$ cat config.mk
export PLATFORM = sky130hd
export DESIGN_NAME = kernel_exec_timer
export DESIGN_NICKNAME = d
export VERILOG_FILES = /design/src/rtl/kernel_exec_timer.sv
export SDC_FILE = /design/constraint.sdc
export NUM_CORES = 1
export LEC_CHECK = 0
export BUFFER_PORTS_ARGS = -buffer_cell sky130_fd_sc_hd__buf_2
export CAP_MARGIN = 40
export CORE_MARGIN = 5
export CORE_UTILIZATION = 48
export CTS_CLUSTER_DIAMETER = 150
export CTS_CLUSTER_SIZE = 30
export DETAILED_ROUTE_END_ITERATION = 8
export GPL_TIMING_DRIVEN = 0
export PLACE_DENSITY = 0.77
export SETUP_SLACK_MARGIN = 0.15
export SLEW_MARGIN = 20
export SYNTH_ARGS = -nofsm -noshare
export SYNTH_HDL_FRONTEND = slang
export SYNTH_SLANG_ARGS = --single-unit
export TNS_END_PERCENT = 50
$ cat constraint.sdc
create_clock -name sys_clk -period 2.71 [get_ports sys_clk]
set_clock_uncertainty 0.1 [all_clocks]
set_input_delay 0.542 -clock sys_clk [delete_from_list [all_inputs] [get_ports sys_clk]]
set_output_delay 0.542 -clock sys_clk [all_outputs]
set_load 0.1 [all_outputs]
$ cat src/rtl/kernel_exec_timer.sv
// Kernel execution timer: measures how long the synchronized kernel-active level
// stays high plus a fixed writeback tail, and reports it together with the test exit code.
module kernel_exec_timer #(
    parameter int CNT_W       = 32,
    parameter int WB_LATENCY  = 5,
    parameter int SYNC_STAGES = 2
) (
    input  logic             sys_clk,
    input  logic             sys_rst_n,
    input  logic             trig_i,
    input  logic             clear_i,
    input  logic             exit_valid_i,
    input  logic [31:0]      exit_value_i,
    output logic             rpt_valid_o,
    input  logic             rpt_ready_i,
    output logic [CNT_W-1:0] rpt_cycles_o,
    output logic [7:0]       rpt_count_o,
    output logic             rpt_multi_o,
    output logic             rpt_ovf_o,
    output logic [31:0]      rpt_exit_value_o,
    output logic             busy_o,
    output logic [1:0]       dbg_state_o
);

    typedef enum logic [1:0] {
        S_IDLE   = 2'd0,
        S_RUN    = 2'd1,
        S_TAIL   = 2'd2,
        S_REPORT = 2'd3
    } state_t;

    localparam logic [CNT_W-1:0] CNT_MAX = '1;
    localparam logic [CNT_W-1:0] CNT_ONE = CNT_W'(1);
    localparam logic [3:0]       WB_LAT  = 4'(WB_LATENCY);

    // ------------------------------------------------------------------
    // trig_i synchronizer; trig_p is kept with the synchronizer so that a
    // clear never manufactures a false rise while the kernel is running.
    // ------------------------------------------------------------------
    logic [SYNC_STAGES-1:0] sync_q;
    logic                   trig_s;
    logic                   trig_p;
    logic                   rise;
    logic                   fall;

    always_ff @(posedge sys_clk or negedge sys_rst_n) begin
        if (!sys_rst_n) begin
            sync_q <= '0;
            trig_p <= 1'b0;
        end else begin
            sync_q <= {sync_q[SYNC_STAGES-2:0], trig_i};
            trig_p <= sync_q[SYNC_STAGES-1];
        end
    end

    assign trig_s = sync_q[SYNC_STAGES-1];
    assign rise   = trig_s & ~trig_p;
    assign fall   = ~trig_s & trig_p;

    // ------------------------------------------------------------------
    // Measurement state
    // ------------------------------------------------------------------
    state_t             state_q, state_d;
    logic [CNT_W-1:0]   cnt_q, cnt_d;
    logic [CNT_W-1:0]   cnt_inc;
    logic [3:0]         tail_q, tail_d;
    logic [CNT_W-1:0]   last_q, last_d;
    logic [7:0]         count_q, count_d;
    logic               ovf_q, ovf_d;
    logic [31:0]        exit_val_q, exit_val_d;
    logic               pend_q, pend_d;
    logic               commit;
    logic [CNT_W-1:0]   commit_val;

    assign cnt_inc = (cnt_q == CNT_MAX) ? CNT_MAX : cnt_q + CNT_ONE;

    always_ff @(posedge sys_clk or negedge sys_rst_n) begin
        if (!sys_rst_n) begin
            state_q    <= S_IDLE;
            cnt_q      <= '0;
            tail_q     <= '0;
            last_q     <= '0;
            count_q    <= '0;
            ovf_q      <= 1'b0;
            exit_val_q <= '0;
            pend_q     <= 1'b0;
        end else begin
            state_q    <= state_d;
            cnt_q      <= cnt_d;
            tail_q     <= tail_d;
            last_q     <= last_d;
            count_q    <= count_d;
            ovf_q      <= ovf_d;
            exit_val_q <= exit_val_d;
            pend_q     <= pend_d;
        end
    end

    always_comb begin
        state_d    = state_q;
        cnt_d      = cnt_q;
        tail_d     = tail_q;
        last_d     = last_q;
        count_d    = count_q;
        ovf_d      = ovf_q;
        exit_val_d = exit_val_q;
        pend_d     = pend_q;
        commit     = 1'b0;
        commit_val = cnt_q;

        // Exit strobes are captured in every state but REPORT; the last one wins.
        if (exit_valid_i && (state_q != S_REPORT)) begin
            exit_val_d = exit_value_i;
            pend_d     = 1'b1;
        end

        case (state_q)
            S_IDLE: begin
                if (rise) begin
                    cnt_d   = CNT_ONE;
                    state_d = S_RUN;
                end else if (pend_q) begin
                    state_d = S_REPORT;
                end
            end

            S_RUN: begin
                if (fall) begin
                    if (WB_LAT == 4'd0) begin
                        commit     = 1'b1;
                        commit_val = cnt_q;
                        state_d    = S_IDLE;
                    end else begin
                        tail_d  = WB_LAT;
                        state_d = S_TAIL;
                    end
                end else if (trig_s) begin
                    cnt_d = cnt_inc;
                    if (cnt_inc == CNT_MAX) begin
                        ovf_d = 1'b1;
                    end
                end
            end

            S_TAIL: begin
                // A new kernel launch cuts the tail short and starts a fresh run.
                if (rise) begin
                    commit     = 1'b1;
                    commit_val = cnt_q;
                    cnt_d      = CNT_ONE;
                    state_d    = S_RUN;
                end else begin
                    cnt_d = cnt_inc;
                    if (cnt_inc == CNT_MAX) begin
                        ovf_d = 1'b1;
                    end
                    if (tail_q == 4'd1) begin
                        commit     = 1'b1;
                        commit_val = cnt_inc;
                        state_d    = S_IDLE;
                    end else begin
                        tail_d = tail_q - 4'd1;
                    end
                end
            end

            S_REPORT: begin
                // Report handshake: rpt_valid_o is a pure function of the state
                // register and holds every rpt_* output until rpt_ready_i is seen
                // high; the transfer happens on the edge where both are high.
                if (rpt_ready_i) begin
                    state_d    = S_IDLE;
                    pend_d     = 1'b0;
                    last_d     = '0;
                    count_d    = '0;
                    ovf_d      = 1'b0;
                    exit_val_d = '0;
                end
            end

            default: begin
                state_d = S_IDLE;
            end
        endcase

        if (commit) begin
            last_d  = commit_val;
            count_d = (count_q == 8'hFF) ? 8'hFF : count_q + 8'd1;
        end

        if (clear_i) begin
            state_d    = S_IDLE;
            cnt_d      = '0;
            tail_d     = '0;
            last_d     = '0;
            count_d    = '0;
            ovf_d      = 1'b0;
            exit_val_d = '0;
            pend_d     = 1'b0;
        end
    end

    assign rpt_valid_o      = (state_q == S_REPORT);
    assign rpt_cycles_o     = last_q;
    assign rpt_count_o      = count_q;
    assign rpt_multi_o      = (count_q > 8'd1);
    assign rpt_ovf_o        = ovf_q;
    assign rpt_exit_value_o = exit_val_q;
    assign busy_o           = (state_q == S_RUN) || (state_q == S_TAIL);
    assign dbg_state_o      = state_q;

endmodule

# --- Yosys cells after proc, flatten, opt, wreduce, memory -nomap -nowiden ---
# Cells that the tools add are included.
op_classes:
  div: 0
  multipliers: 0
  magnitude_cmp: 1
  mux: 50
  bitwise_logic: 4
  n_shift: 0
  n_reduce_logical: 13
  n_eq_ne: 17
  addsub: 3
ops:
  columns: ["cell", "n"]
  rows:
  - ["2-to-1 mux 32 bit", 17]
  - ["one-hot mux 32 bit (3 select lines)", 1]
  - ["== test 32 bit, second input constant", 2]
  - ["2-to-1 mux 8 bit", 5]
  - ["adder 32 x 1 -> 32 bit, second input constant", 1]
  - ["inequality test 3 bit, second input constant", 6]
  - ["2-to-1 mux 4 bit", 4]
  - ["2-to-1 mux 2 bit", 7]
  - ["2-to-1 mux 1 bit", 13]
  - ["AND reduction 4 bit", 3]
  - ["nonzero test 3 bit", 3]
  - ["adder 8 x 1 -> 8 bit, second input constant", 1]
  - ["== test 8 bit, second input constant", 1]
  - ["greater-than comparator 8 x 1 -> 1 bit, second input constant", 1]
  - ["inequality test 4 bit, second input constant", 2]
  - ["one-hot mux 2 bit (4 select lines)", 1]
  - ["one-hot mux 4 bit (2 select lines)", 1]
  - ["nonzero test 4 bit", 2]
  - ["AND reduction 5 bit", 1]
  - ["== test 2 bit, second input constant", 2]
  - ["== test 4 x 1 -> 1 bit, second input constant", 1]
  - ["subtractor 4 x 1 -> 4 bit, second input constant", 1]
  - ["inequality test 3 x 2 -> 1 bit, second input constant", 1]
  - ["one-hot mux 1 bit (3 select lines)", 1]
  - ["other kinds (8)", 10]
word_totals:
  input_bits: 38
  reg_bits: 115
  latchBits: 0
  memories: 0
  out_inout_bits: 78
  mem_bits_ro: 0
  word_cells: 98
  mem_bits_rw: 0

# --- Depth between registers and ports, before layout ---
logic_depth:
  depth_word: 8
  depth_mapped: 12
  ltp_nobuf: 9

# --- Least setup slack after synthesis ---
# Ideal clock, no wire load.
synth_timing:
  path_kind: "reg2out"
  from: "register count_q[1], in the netlist rpt_count_o[1]"
  to: "output rpt_multi_o"
  stages_incl_launch_ff: 4
  setup_slack_ps: -759
  required_time_ps: 2068
  path_buffers: 0
  arrival_time_ps: 2827
  cell_sequence: "dfrtp_1 > inv_1 > ha_1 > o211ai_1"
synth_between:
  elab_chain_cells: 1
synth_lines:
  columns: ["item", "line", "source"]
  rows:
  - ["start: declaration", "68", "logic [7:0] count_q, count_d;"]
  - ["start signal: assignment", "92", "count_q <= count_d;"]
  - ["greater-than comparator 8 x 1 -> 1 bit", "206", "assign rpt_multi_o = (count_q > 8'd1);"]
  - ["end: declaration", "18", "output logic rpt_multi_o,"]
# No other way between the ends.

# --- Final worst setup path ---
layout_timing:
  from: "register cnt_q[0]"
  to: "register ovf_q, in the netlist rpt_ovf_o"
layout_between:
  elab_chain_cells: 8
  word_cells_on_any_way: 10
  cone_classes: "add/sub (1); eq/ne (2); mux (7)"
layout_lines:
  columns: ["item", "line", "source"]
  rows:
  - ["start: declaration", "64", "logic [CNT_W-1:0] cnt_q, cnt_d;"]
  - ["start signal: assignment", "89", "cnt_q <= cnt_d;"]
  - ["adder 32 x 1 -> 32 bit / == test 32 bit (equally long branches)", "75", "assign cnt_inc = (cnt_q == CNT_MAX) ? CNT_MAX : cnt_q + CNT_ONE;"]
  - ["2-to-1 mux 32 bit (*)", "75", null]
  - ["== test 32 bit (*)", "139, 154", null]
  - ["2-to-1 mux 1 bit (*)", null, null]
  - ["2-to-1 mux 1 bit (2 in a row)", null, null]
  - ["one-hot mux 1 bit (3 select lines) (*)", null, null]
  - ["2-to-1 mux 1 bit (*)", null, null]
  - ["end signal: assignment", "93", "ovf_q <= ovf_d;"]
  - ["end: declaration", "69", "logic ovf_q, ovf_d;"]
# Every way passes the cells marked *; elsewhere a longest branch is shown, timed or not. The select of a mux whose other input is x is not followed.
# A chain may end at the register's enable or synchronous reset.

==> results.toml <==
[timing]
fin_crit_sh = 0.948
hold_viol = 0
max_freq_ghz = 0.389
period_needed_ns = 2.57
worst_pin_slew_ns = 0.581
slew_violations = 0
max_slew_margin = 0.613
finalSetupViolations = 0
rsz0062_at_grt = "yes"

[final_layout]
layout_commonest_cell = "nand2_1"
multi_input_comb_area_um2 = 3300
nFillCells = 1079
seq_area_um2 = 2890
antenna_cells = 0
syn_to_final_growth_pct = 28.7
nets = 949
drive_above_1_share = 0.274
stdcell_area_um2 = 8120
final_cell_mix = "nand2_1 (146), buf_2 (130), dfrtp_1 (110)"
final_cells = 1084

[synthesis]
syn_area_um2 = 6310
synthCells = 753
ys.flop_type = "dfrtp_1"
async_reset_ff_frac = 1.00
seq_area_frac_synth = 0.456
synth_edf_count = 0
synth_area_per_cell_um2 = 8.38
yosys_register_bits = 115
synth_area_leaders = "dfrtp_1 (46%), nand2_1 (8.7%), a21oi_1 (6.3%), o21ai_1 (4.3%), nor2_1 (2.9%)"
yosysTopAreaCellShare = 0.456
yosysWarnings = 0
synth_top_cell_by_area = "dfrtp_1"
syn_nets = 802
ys_types = 62

[worst_setup_path]
worst_setup_path_end_kind = "flop"
crit_family = "simple AND/OR/NAND/NOR gates"
reg2reg_from = "cnt_q[0]"
crit_path_top_delay_cell = "dfrtp_2"
cp_max_fo = 8
path_cells = "ha_1 -> buf_4 -> and3_1 -> buf_6 -> nand2_8 -> nor3_4 -> buf_4 -> nor2_1 -> a31oi_1 -> nand4_1 -> o41ai_2"
crit_path_end = "rpt_ovf_o"
rr_endpoint = "rpt_ovf_o"
path_class = "flop to flop"
critPathMaxStageDelay_ns = 0.38
critPathLaunchType = "flop"
ff2ff_path_depth = 11
crit_cells = 11
crit_buf_inv = 3
critPathLaunch = "cnt_q[0]"
critPathArrivalTime_ns = 2.79
cpMostUsedCell = "buf_4"
worst_ep_required_time_ns = 2.93
regToRegSetupSlack_ns = 0.14

[grt]
grt_max_degree = 69
grt_util_all_layers = 0.242
antenna_found_initial = 0
grt_pass1_vias = 6001
gr-total-overflow = 0
grt_pass1_wl_um = 30600

[place]
placed_cells = 1043
dp_hpwl_um = 13100
place_area_um2 = 7210
portBuffers = 115
gp_congestion = 0.983

[floorplan]
dieArea_um2 = 15500
die_w_um = 125
rows = 41
ios = 116
fp.dieH_um = 125
initial_utilization = 0.494
core_area_um2 = 12800

[drt]
drcViolationCount = 0
drt-initial-drc-count = 530
drt_first_pass_iters = 5
via_per_inst = 5.81
vias = 6301
drtAntennaViolNets = 0
wl_um = 19000
wl_per_cell_um = 17.5

[clock_network]
cts_made_buffers = 17
cts.sinks = 115
root_buffer = "clkbuf_16"
htreeDepth = 4
clkSlewWorstSetupHoldPaths_ns = 0.06
clock_latency_ns = 0.42
clock_path_buffers = 2
cts_tree = "done"

[power]
peakVddDrop_mv = 1.17
cellPowerDensity_nw_per_um2 = 775
p_leak_nw = 3.87

[job]
drv_cap = 0

[hold_path]
hold_path_class = "input port to flop"
holdPathStages = 1

[run_status]
outcome = "finished clean"
-- cell usage after synthesis, drive strengths merged, types with 2 or more instances --
master / n
nand2: 147
dfrtp: 115
o21ai: 85
a21oi: 80
nor2: 49
clkbuf: 33
nand3: 27
buf: 26
inv: 20
a31oi: 15
a22o: 14
nor3: 13
nand4: 12
and3: 11
ha: 11
nor4: 11
a21o: 9
xnor2: 8
mux2i: 7
or3: 6
xor2: 6
nand2b: 5
a211oi: 4
nor2b: 4
o22ai: 4
o31ai: 4
a41oi: 3
a32o: 2
and2: 2
and4: 2
nor4b: 2
o221ai: 2
-- how the worst min path moves through the flow --
stage / from / to / slack (ns)
after floorplan: sys_rst_n / cnt_q[0] / 0.15
after global placement: sync_q[0] / sync_q[1] / 0.23
after detailed placement: sync_q[0] / sync_q[1] / 0.25
after CTS: trig_i / sync_q[0] / 0.11
after global routing: trig_i / sync_q[0] / 0.11
final: trig_i / sync_q[0] / 0.12
-- per-layer routing --
| metal | GRT usage | part of all wire |
|---|---|---|
| met3 | 0.0828 | 0.10 |
| met2 | 0.372 | 0.47 |
| met4 | 0.0909 | 0.024 |
| met1 | 0.315 | 0.40 |
| met5 | 0 | 0 |
-- report_power, final --
| part | switching, W | internal, W | total, W | leakage (nW) |
|---|---|---|---|---|
| clock | 0.000858 | 0.00145 | 0.00231 | 0.286 |
| sequential | 0.0000864 | 0.00184 | 0.00192 | 1.56 |
| combinational | 0.00156 | 0.000498 | 0.00206 | 2.02 |
| total | 0.00251 | 0.00378 | 0.00629 | 3.87 |
-- cells by family (layout without fill, tap and decap cells) --
logic type                 Yosys count  count (layout)  synth area share
and+or+nand+nor                    295             295             0.226
AOI/OAI and AO/OA                  231             231             0.213
DFF                                115             115             0.456
buffers and inverters               79             238            0.0517
xor gates and xnor gates            14              14            0.0194
adders and majority gates           12              12            0.0234
muxes                                7               7            0.0111
-- area by class of cell --
class,count,area share
clock inverters,14,0.0220
repair buffers,128,0.0864
inverters,20,0.00986
clock buffers,17,0.0524
flip-flops and latches,115,0.356
multi-input cells,559,0.407
well taps,172,0.0265
plain buffers,59,0.0399
-- repair_timing --
item | 4_1_cts | 5_1_grt
pin swaps | 7 | 7
buffers inserted | 7 | 2
resized for setup | 29 | 52
setup endpoints to repair | 70 | 63
endpoints found under the hold margin | 47 | 0
hold buffers | 1 | 0
-- per-stage QoR --
stage               hold WS [ns]   util  setup WS [ns]  setup TNS (ns)  power (W)
finish                     0.125  0.636          0.141               0    0.00629
global route               0.112  0.636         0.0135               0    0.00656
CTS                        0.114  0.622          0.114               0    0.00625
detailed placement         0.254  0.564         -0.272           -4.80    0.00388
global placement           0.231  0.560         -0.823          -57.75    0.00385
floorplan                  0.146      -         -0.263          -0.263    0.00344
-- registers in the layout (all words and copies together), names as in the netlist, 2 cells and up --
register          count
rpt_exit_value_o     32
tail_q                4
rpt_cycles_o         32
sync_q                2
cnt_q                32
dbg_state_o           2
rpt_count_o           8
(Power assumes the default switching activity.)
